===== config.mk =====
export PLATFORM = sky130hd
export DESIGN_NAME = lstm_seq_engine_flat
export DESIGN_NICKNAME = d
export VERILOG_FILES = /design/src/rtl/lstm_seq_engine_if.sv /design/src/rtl/lstm_seq_engine.sv /design/src/flat_wrapper.sv
export SDC_FILE = /design/constraint.sdc
export NUM_CORES = 2
export LEC_CHECK = 0
export CORE_UTILIZATION = 64
export CTS_BUF_LIST = sky130_fd_sc_hd__clkbuf_4
export DETAILED_ROUTE_END_ITERATION = 8
export GPL_TIMING_DRIVEN = 0
export PLACE_DENSITY_LB_ADDON = 0.25
export SLEW_MARGIN = 20
export SYNTH_ARGS = -nofsm -noshare
export SYNTH_HDL_FRONTEND = slang
export SYNTH_SLANG_ARGS = --single-unit

===== constraint.sdc =====
create_clock -name clk -period 34.9 [get_ports clk]
set_input_delay 6.98 -clock clk [delete_from_list [all_inputs] [get_ports clk]]
set_output_delay 6.98 -clock clk [all_outputs]
set_load 0.02 [all_outputs]

===== src/rtl/lstm_seq_engine_if.sv =====
//------------------------------------------------------------------------------
// Module   : lstm_seq_engine_if
// Purpose  : Stream bundle for lstm_seq_engine: the x_t input stream
//            (valid/ready) and the per-step h_t/c_t output stream
//            (valid/ready with backpressure).
// Ports    : x_in/x_valid/x_ready   - input sample stream
//            h_out/c_out/step_idx   - per-step state and 1-based step index
//            out_valid/out_ready    - output stream handshake
//            master modport = stimulus/consumer side, slave = engine side
// Revision : 1.0 - initial release
//------------------------------------------------------------------------------
`default_nettype none

interface lstm_seq_engine_if #(
  parameter int WIDTH = 18,
  parameter int CNT_W = 8
);
  logic signed [WIDTH-1:0] x_in;
  logic                    x_valid;
  logic                    x_ready;
  logic signed [WIDTH-1:0] h_out;
  logic signed [WIDTH-1:0] c_out;
  logic [CNT_W-1:0]        step_idx;
  logic                    out_valid;
  logic                    out_ready;

  modport master (
    output x_in, x_valid, out_ready,
    input  x_ready, h_out, c_out, step_idx, out_valid
  );

  modport slave (
    input  x_in, x_valid, out_ready,
    output x_ready, h_out, c_out, step_idx, out_valid
  );
endinterface

`default_nettype wire


===== src/rtl/lstm_seq_engine.sv =====
//------------------------------------------------------------------------------
// Module   : lstm_seq_engine
// Purpose  : Scalar LSTM over a run-time sequence of 0..MAX_STEPS steps in
//            Q(WIDTH-FRAC).FRAC fixed point, with one shared multiplier
//            time-multiplexed over the gates (8 gate, 2 cell, 1 hidden cycle).
// Ports    : clk, rst (async, active-low)
//            start/seq_len/c0/h0 and 12 gate weights/biases, latched on start
//            s_if   - x stream in, h/c/step_idx stream out (slave modport)
//            busy, done (1-cycle pulse), c_final/h_final (held until start)
// Revision : 1.0 - initial release
//------------------------------------------------------------------------------
`default_nettype none

module lstm_seq_engine #(
  parameter int WIDTH     = 18,
  parameter int FRAC      = 11,
  parameter int MAX_STEPS = 255,
  parameter int CNT_W     = 8
) (
  input  wire logic                    clk,
  input  wire logic                    rst,
  input  wire logic                    start,
  input  wire logic [CNT_W-1:0]        seq_len,
  input  wire logic signed [WIDTH-1:0] c0,
  input  wire logic signed [WIDTH-1:0] h0,
  input  wire logic signed [WIDTH-1:0] W_fx, W_fh, b_f,
  input  wire logic signed [WIDTH-1:0] W_ix, W_ih, b_i,
  input  wire logic signed [WIDTH-1:0] W_gx, W_gh, b_g,
  input  wire logic signed [WIDTH-1:0] W_ox, W_oh, b_o,
  lstm_seq_engine_if.slave             s_if,
  output logic                         busy,
  output logic                         done,
  output logic signed [WIDTH-1:0]      c_final,
  output logic signed [WIDTH-1:0]      h_final
);

  localparam logic signed [2*WIDTH-1:0] SAT_MAX_L = {{(WIDTH+1){1'b0}}, {(WIDTH-1){1'b1}}};
  localparam logic signed [2*WIDTH-1:0] SAT_MIN_L = {{(WIDTH+1){1'b1}}, {(WIDTH-1){1'b0}}};
  localparam logic signed [WIDTH-1:0]   SAT_MAX   = {1'b0, {(WIDTH-1){1'b1}}};
  localparam logic signed [WIDTH-1:0]   SAT_MIN   = {1'b1, {(WIDTH-1){1'b0}}};
  localparam logic signed [WIDTH-1:0]   ONE       = WIDTH'(1 << FRAC);
  localparam logic signed [WIDTH-1:0]   HALF      = WIDTH'(1 << (FRAC - 1));

  typedef enum logic [2:0] {
    S_IDLE, S_WAIT_X, S_GATE, S_CELL, S_HID, S_EMIT, S_FIN
  } state_t;

  function automatic logic signed [WIDTH-1:0] sat_w(input logic signed [2*WIDTH-1:0] v);
    if (v > SAT_MAX_L)      return SAT_MAX;
    else if (v < SAT_MIN_L) return SAT_MIN;
    else                    return v[WIDTH-1:0];
  endfunction

  function automatic logic signed [WIDTH-1:0] sigm(input logic signed [WIDTH-1:0] v);
    logic signed [WIDTH-1:0] t;
    t = (v >>> 2) + HALF;
    if (t < 0)        t = '0;
    else if (t > ONE) t = ONE;
    return t;
  endfunction

  function automatic logic signed [WIDTH-1:0] tanh_clamp(input logic signed [WIDTH-1:0] v);
    if (v > ONE)       return ONE;
    else if (v < -ONE) return -ONE;
    else               return v;
  endfunction

  state_t                  state_q, state_d;
  logic [2:0]              sub_q, sub_d;
  logic [CNT_W-1:0]        len_q, len_d, cnt_q, cnt_d;
  // Gate order everywhere: 0=F, 1=I, 2=G, 3=O.
  logic signed [WIDTH-1:0] wx_q [4], wx_d [4];
  logic signed [WIDTH-1:0] wh_q [4], wh_d [4];
  logic signed [WIDTH-1:0] b_q  [4], b_d  [4];
  logic signed [WIDTH-1:0] act_q[4], act_d[4];
  logic signed [WIDTH-1:0] x_q, x_d, p_q, p_d, c_q, c_d, h_q, h_d;
  logic signed [WIDTH-1:0] c_fin_q, c_fin_d, h_fin_q, h_fin_d;
  logic                    busy_q, busy_d, done_q, done_d;
  logic                    x_ready_q, x_ready_d, out_valid_q, out_valid_d;

  logic [1:0]              gi;
  logic signed [WIDTH-1:0] mul_a, mul_b, mul_sat, addend, z, tanh_c;
  logic signed [2*WIDTH-1:0] prod, prod_sh;
  logic signed [WIDTH+1:0] sum;
  logic [CNT_W-1:0]        len_clamped;

  assign gi = sub_q[2:1];
  assign len_clamped = ({1'b0, seq_len} > (CNT_W+1)'(MAX_STEPS)) ? CNT_W'(MAX_STEPS) : seq_len;

  // Shared multiplier: operand mux by state/sub-cycle. p_q doubles as the
  // accumulator for the gate pre-activation and for the f*c partial.
  always_comb begin
    tanh_c = tanh_clamp(c_q);
    mul_a  = '0;
    mul_b  = '0;
    addend = '0;
    case (state_q)
      S_GATE: begin
        if (!sub_q[0]) begin
          mul_a = wx_q[gi];
          mul_b = x_q;
        end else begin
          mul_a  = wh_q[gi];
          mul_b  = h_q;
          addend = b_q[gi];
        end
      end
      S_CELL: begin
        if (!sub_q[0]) begin
          mul_a = act_q[0];
          mul_b = c_q;
        end else begin
          mul_a = act_q[1];
          mul_b = act_q[2];
        end
      end
      S_HID: begin
        mul_a = act_q[3];
        mul_b = tanh_c;
      end
      default: ;
    endcase
    prod    = $signed({{WIDTH{mul_a[WIDTH-1]}}, mul_a}) * $signed({{WIDTH{mul_b[WIDTH-1]}}, mul_b});
    prod_sh = prod >>> FRAC;
    mul_sat = sat_w(prod_sh);
    sum     = {{2{p_q[WIDTH-1]}}, p_q} + {{2{mul_sat[WIDTH-1]}}, mul_sat}
            + {{2{addend[WIDTH-1]}}, addend};
    z       = sat_w({{(WIDTH-2){sum[WIDTH+1]}}, sum});
  end

  always_comb begin
    state_d     = state_q;
    sub_d       = sub_q;
    len_d       = len_q;
    cnt_d       = cnt_q;
    wx_d        = wx_q;
    wh_d        = wh_q;
    b_d         = b_q;
    act_d       = act_q;
    x_d         = x_q;
    p_d         = p_q;
    c_d         = c_q;
    h_d         = h_q;
    c_fin_d     = c_fin_q;
    h_fin_d     = h_fin_q;
    busy_d      = busy_q;
    done_d      = 1'b0;
    x_ready_d   = x_ready_q;
    out_valid_d = out_valid_q;

    case (state_q)
      S_IDLE, S_FIN: begin
        state_d = S_IDLE;
        if (start) begin
          len_d = len_clamped;
          wx_d  = '{W_fx, W_ix, W_gx, W_ox};
          wh_d  = '{W_fh, W_ih, W_gh, W_oh};
          b_d   = '{b_f, b_i, b_g, b_o};
          c_d   = c0;
          h_d   = h0;
          cnt_d = CNT_W'(1);
          if (len_clamped == '0) begin
            // Empty sequence: initial state is the final state.
            done_d  = 1'b1;
            c_fin_d = c0;
            h_fin_d = h0;
          end else begin
            busy_d    = 1'b1;
            x_ready_d = 1'b1;
            state_d   = S_WAIT_X;
          end
        end
      end
      S_WAIT_X: begin
        if (s_if.x_valid && x_ready_q) begin
          x_d       = s_if.x_in;
          x_ready_d = 1'b0;
          sub_d     = '0;
          state_d   = S_GATE;
        end
      end
      S_GATE: begin
        if (!sub_q[0]) p_d = mul_sat;
        else           act_d[gi] = (gi == 2'd2) ? tanh_clamp(z) : sigm(z);
        sub_d = sub_q + 3'd1;
        if (sub_q == 3'd7) begin
          sub_d   = '0;
          state_d = S_CELL;
        end
      end
      S_CELL: begin
        if (!sub_q[0]) begin
          p_d   = mul_sat;
          sub_d = 3'd1;
        end else begin
          c_d     = z;
          sub_d   = '0;
          state_d = S_HID;
        end
      end
      S_HID: begin
        h_d         = mul_sat;
        out_valid_d = 1'b1;
        state_d     = S_EMIT;
      end
      S_EMIT: begin
        if (out_valid_q && s_if.out_ready) begin
          out_valid_d = 1'b0;
          if (cnt_q == len_q) begin
            done_d  = 1'b1;
            busy_d  = 1'b0;
            c_fin_d = c_q;
            h_fin_d = h_q;
            state_d = S_FIN;
          end else begin
            cnt_d     = cnt_q + CNT_W'(1);
            x_ready_d = 1'b1;
            state_d   = S_WAIT_X;
          end
        end
      end
      default: state_d = S_IDLE;
    endcase
  end

  always_ff @(posedge clk or negedge rst) begin
    if (!rst) begin
      state_q     <= S_IDLE;
      sub_q       <= '0;
      len_q       <= '0;
      cnt_q       <= '0;
      wx_q        <= '{default: '0};
      wh_q        <= '{default: '0};
      b_q         <= '{default: '0};
      act_q       <= '{default: '0};
      x_q         <= '0;
      p_q         <= '0;
      c_q         <= '0;
      h_q         <= '0;
      c_fin_q     <= '0;
      h_fin_q     <= '0;
      busy_q      <= 1'b0;
      done_q      <= 1'b0;
      x_ready_q   <= 1'b0;
      out_valid_q <= 1'b0;
    end else begin
      state_q     <= state_d;
      sub_q       <= sub_d;
      len_q       <= len_d;
      cnt_q       <= cnt_d;
      wx_q        <= wx_d;
      wh_q        <= wh_d;
      b_q         <= b_d;
      act_q       <= act_d;
      x_q         <= x_d;
      p_q         <= p_d;
      c_q         <= c_d;
      h_q         <= h_d;
      c_fin_q     <= c_fin_d;
      h_fin_q     <= h_fin_d;
      busy_q      <= busy_d;
      done_q      <= done_d;
      x_ready_q   <= x_ready_d;
      out_valid_q <= out_valid_d;
    end
  end

  assign s_if.x_ready   = x_ready_q;
  assign s_if.out_valid = out_valid_q;
  assign s_if.h_out     = h_q;
  assign s_if.c_out     = c_q;
  assign s_if.step_idx  = cnt_q;
  assign busy           = busy_q;
  assign done           = done_q;
  assign c_final        = c_fin_q;
  assign h_final        = h_fin_q;

endmodule

`default_nettype wire


===== src/flat_wrapper.sv =====
// flat-port wrapper written by rule: the top's interface ports become plain ports
module lstm_seq_engine_flat 
#(
  parameter int WIDTH     = 18,
  parameter int FRAC      = 11,
  parameter int MAX_STEPS = 255,
  parameter int CNT_W     = 8
)
  (clk, rst, start, seq_len, c0, h0, W_fx, W_fh, b_f, W_ix, W_ih, b_i, W_gx, W_gh, b_g, W_ox, W_oh, b_o, busy, done, c_final, h_final, s_if_x_in, s_if_x_valid, s_if_out_ready, s_if_x_ready, s_if_h_out, s_if_c_out, s_if_step_idx, s_if_out_valid);
  lstm_seq_engine_if #(.WIDTH(WIDTH), .CNT_W(CNT_W)) s_if_i ();
  input  wire logic clk;
  input  wire logic rst;
  input  wire logic start;
  input  wire logic [CNT_W-1:0] seq_len;
  input  wire logic signed [WIDTH-1:0] c0;
  input  wire logic signed [WIDTH-1:0] h0;
  input  wire logic signed [WIDTH-1:0] W_fx;
  input  wire logic signed [WIDTH-1:0] W_fh;
  input  wire logic signed [WIDTH-1:0] b_f;
  input  wire logic signed [WIDTH-1:0] W_ix;
  input  wire logic signed [WIDTH-1:0] W_ih;
  input  wire logic signed [WIDTH-1:0] b_i;
  input  wire logic signed [WIDTH-1:0] W_gx;
  input  wire logic signed [WIDTH-1:0] W_gh;
  input  wire logic signed [WIDTH-1:0] b_g;
  input  wire logic signed [WIDTH-1:0] W_ox;
  input  wire logic signed [WIDTH-1:0] W_oh;
  input  wire logic signed [WIDTH-1:0] b_o;
  output logic busy;
  output logic done;
  output logic signed [WIDTH-1:0] c_final;
  output logic signed [WIDTH-1:0] h_final;
  input wire logic [$bits(s_if_i.x_in)-1:0] s_if_x_in;
  input wire logic [$bits(s_if_i.x_valid)-1:0] s_if_x_valid;
  input wire logic [$bits(s_if_i.out_ready)-1:0] s_if_out_ready;
  output wire logic [$bits(s_if_i.x_ready)-1:0] s_if_x_ready;
  output wire logic [$bits(s_if_i.h_out)-1:0] s_if_h_out;
  output wire logic [$bits(s_if_i.c_out)-1:0] s_if_c_out;
  output wire logic [$bits(s_if_i.step_idx)-1:0] s_if_step_idx;
  output wire logic [$bits(s_if_i.out_valid)-1:0] s_if_out_valid;
  assign s_if_i.x_in = s_if_x_in;
  assign s_if_i.x_valid = s_if_x_valid;
  assign s_if_i.out_ready = s_if_out_ready;
  assign s_if_x_ready = s_if_i.x_ready;
  assign s_if_h_out = s_if_i.h_out;
  assign s_if_c_out = s_if_i.c_out;
  assign s_if_step_idx = s_if_i.step_idx;
  assign s_if_out_valid = s_if_i.out_valid;
  lstm_seq_engine #(.WIDTH(WIDTH), .FRAC(FRAC), .MAX_STEPS(MAX_STEPS), .CNT_W(CNT_W)) u_core (.clk(clk), .rst(rst), .start(start), .seq_len(seq_len), .c0(c0), .h0(h0), .W_fx(W_fx), .W_fh(W_fh), .b_f(b_f), .W_ix(W_ix), .W_ih(W_ih), .b_i(b_i), .W_gx(W_gx), .W_gh(W_gh), .b_g(b_g), .W_ox(W_ox), .W_oh(W_oh), .b_o(b_o), .s_if(s_if_i), .busy(busy), .done(done), .c_final(c_final), .h_final(h_final));
endmodule

==> metrics.md <==
| Metric | Value |
|---|---|
| Status | finished clean |
| Relative slew margins | 0.163 |
| Clk_lat worst skew | 0.93 ns |
| Largest net degree at the start of global routing | between 100 and 150 |
| Final #Nets | 4930 |
| Syn nets | ~4400 |
| Final GP Congestion | approximately 1 |
| Gr usage total | 0.425 |
| Mapped Cells | 3693 |
| Yosys warns | 0 |
| CTS H-tree lvls | 3 |
| Vias in the first global route | about 30000 |
| CP startpoint kind | flip-flop |
| Yosys reg bits | 422 |
| Critical Path Sink Type | flip-flop |
| Post-CTS Hold Fix Bufs | 0 |
| Worst Max-Slew Pin Slew | 1.24 ns |
| Worst Path Required | 35.70 ns |
| Fin. Hold Viols | 0 |
| Worst path max stage delay | 0.91 ns |
| Setup TNS | 0 ns |
| Die W | 231 microns |
| Avg Cell Area, Syn | 9.07 sq um |
| Area of the core | 0.0515 sq mm |
| CP max stage cell | clkbuf_1 |
| Most used cell, CP | fa_1 |
| F_max | 56.3 MHz |
| Antenna viol nets, final | 0 |
| Gr ovfl total | 0 |
| Starting DRT DRC Count | 3589 |
| MaxCap Viol Count | 0 |
| First-pass GRT wire length | 169000 microns |
| Die height | 231 microns |
| Clk_skew | approximately 0.08 ns |
| PostCTS Resize Cnt | 0 |
| Initial antenna violation count | 3 |
| CTS sink cnt | between 400 and 500 |
| CTS root buffer | clkbuf_4 |
| Unrepaired setup endpoints after global routing | no |
| Via count | 29700 |
| CP max FO | 10 |
| Post-DR vias/cell | 5.99 |
| Drt pass-1 iters | 8 |
| Worst Hold Class | reg2reg |
| Die area | approximately 0.053 sq mm |
| Port Buffers | roughly 370 |
| Drt total wl | 110000 microns |
| Post-synth cell types | 80 |
| Fill cells | roughly 3600 |
| CP Class | reg2reg |
| Asr flop ratio synth | 1.00 |
| Routed WL per cell | 22.3 microns |
| Synth-to-layout area growth | 18.6% |
| Cts bufs inserted | 109 |
| Layout cells sized above 1 | 0.0788 |
| Post-DP HPWL | 87900 microns |
| Setup bufs post-CTS | 0 |
| Reg clk slew, reported paths | 0.08 ns |
| Starting Density | 0.650 |
| Final worst-path cycle share | 0.509 |
| Fin Hold WS | 0.475 ns |
| I/O pin count | approximately 370 |
| Mapped cell area | 0.0335 sq mm |
| Arr. time, crit path | 18.56 ns |
| Min Tclk post-route | 17.76 ns |
| Sequential area share after synthesis | 0.315 |
| EDFF count, synth | 0 |
| Finish-stage setup viols | 0 |
| DRC violations left | 0 |
| Num rows | 83 |
| Main flop type after synthesis | dfrtp_1 |
| Slew Viols, Final | 0 |
| Core Util, Final | 0.771 |
| CTS tree | built |
| Clk buf depth | 3 |
[sequential cells by signal (all words and copies together) (netlist names)]
signal	flops
u_core.b_q	72
u_core.done	1
u_core.s_if.h_out	18
u_core.wh_q	72
u_core.sub_q	3
u_core.busy	1
u_core.act_q	72
u_core.h_final	18
u_core.x_q	18
u_core.s_if.out_valid	1
u_core.c_final	18
u_core.p_q	18
u_core.s_if.x_ready	1
u_core.s_if.step_idx	8
u_core.len_q	8
u_core.wx_q	72
u_core.s_if.c_out	18
u_core.state_q	3
[per-layer routing]
layer | up-vias | track usage | wire length (microns)
li1 | 12900 | - | -
met1 | 14500 | 0.532 | 39300
met2 | 1885 | 0.676 | 51600
met3 | 417 | 0.102 | 12000
met4 | 0 | 0.254 | 7430
met5 | - | 0 | 0
[critical path: cells and delay by family, from the launching register on]
| kind | cells | cell delay, ns |
|---|---|---|
| flops | 1 | 0.36 |
| fa+ha+maj | 12 | 5.35 |
| buf+inv | 14 | 4.62 |
| compound gates | 17 | 5.30 |
| simple gates | 9 | 1.94 |
[per-stage QoR]
step | std cells | area, sq um | setup WS (ns)
2_1_floorplan | 3693 | 33500 | 21.22
3_3_place_gp | 4739 | 38000 | 8.56
3_5_place_dp | 4755 | 38300 | 17.74
4_1_cts | 4944 | 39700 | 17.66
5_1_grt | 4947 | 39700 | 16.55
6_report | 4948 | 39700 | 17.14
[layout make-up]
class | instances | area, sq um | share of cell area
Multi-Input combinational cell | 2636 | 20600 | 0.519
Sequential cell | 422 | 10600 | 0.266
Timing Repair Buffer | 382 | 3890 | 0.0979
Inverter | 449 | 1690 | 0.0424
Clock buffer | 161 | 1210 | 0.0304
Tap cell | 680 | 851 | 0.0214
Buffer | 186 | 714 | 0.0180
Clock inverter | 28 | 189 | 0.00476
Antenna cell | 4 | 10.0 | 0.000252
[path summary, 6_finish.rpt]
path | startpoint | cells after the start | endpoint | slack, ns
max in group asynchronous | rst | 4 | u_core.c_final[13]$_DFFE_PN0P_ | 27.61
worst max-delay path | u_core.sub_q[0]$_DFFE_PN0P_ | 52 | u_core.act_q[20]$_DFFE_PN0P_ | 17.14
worst min-delay path | u_core.wh_q[24]$_DFFE_PN0P_ | 2 | u_core.wh_q[24]$_DFFE_PN0P_ | 0.48
min in group asynchronous | rst | 1 | u_core.wx_q[9]$_DFFE_PN0P_ | 5.83
worst min register to register | u_core.wh_q[24]$_DFFE_PN0P_ | 2 | u_core.wh_q[24]$_DFFE_PN0P_ | 0.48
worst max register to register | u_core.sub_q[0]$_DFFE_PN0P_ | 52 | u_core.act_q[20]$_DFFE_PN0P_ | 17.14
[cells by family (layout without fill, tap and decap cells)]
group	Yosys count	count (layout)	synth area share
adder cells (fa/ha/maj)	461	461	0.250
AO/OA/AOI/OAI	471	471	0.0919
AND/OR/NAND/NOR	1463	1463	0.179
other	0	4	0
buffers and inverters	635	1206	0.0717
multiplexers	178	178	0.0754
XOR/XNOR	63	63	0.0165
flip-flops	422	422	0.315
[cells in the mapped netlist, types with 7 or more instances]
cell type | count | area share
nand2_1 | 1022 | 0.11
inv_1 | 448 | 0.050
dfrtp_1 | 422 | 0.32
fa_1 | 348 | 0.21
nor2_1 | 246 | 0.028
clkbuf_1 | 164 | 0.018
o21ai_0 | 163 | 0.024
ha_1 | 113 | 0.042
a21oi_1 | 91 | 0.014
mux2i_1 | 71 | 0.021
mux4_2 | 54 | 0.036
mux2_2 | 53 | 0.018
xnor2_1 | 44 | 0.012
and2_1 | 38 | 0.0071
a21o_1 | 33 | 0.0074
nand3_1 | 28 | 0.0042
nand2b_1 | 24 | 0.0045
o22ai_1 | 23 | 0.0043
nor2b_1 | 22 | 0.0041
and3_1 | 21 | 0.0039
xor2_1 | 19 | 0.0050
buf_1 | 16 | 0.0018
o21a_1 | 16 | 0.0036
a221o_1 | 14 | 0.0042
a221oi_1 | 13 | 0.0034
a32o_1 | 13 | 0.0039
nor3b_1 | 13 | 0.0029
a31oi_1 | 11 | 0.0021
a22o_1 | 10 | 0.0026
nand4_1 | 10 | 0.0019
nor3_1 | 8 | 0.0012
o211ai_1 | 7 | 0.0016
o31ai_1 | 7 | 0.0016
[cell usage in the layout (no fill, tap or decap), types with 7 or more instances in the layout]
master              n
nor3_1              8
ha_1              113
o22ai_1            23
nand4_1            10
a22o_1             10
clkbuf_1          164
buf_4              10
o211ai_1            7
nor3b_1            13
a21o_1             33
a32o_1             13
nand3_1            28
xnor2_1            44
nand2_1          1022
a21oi_1            89
clkdlybuf4s50_1   365
mux4_2             54
nor2b_1            22
a31oi_1            11
o21ai_0           163
xor2_1             19
buf_1              16
o21a_1             16
inv_1             448
mux2_2             53
clkinv_1           17
a221oi_2           10
and2_1             38
and3_1             21
nor2_1            246
dfrtp_1           422
a221o_1            14
fa_1              348
nand2b_1           24
clkbuf_4          161
mux2i_1            71
o31ai_1             7
Power is left out: the tool's default activity adds up to more than one toggle a clock period on the data nets, which glitch-free logic cannot reach.
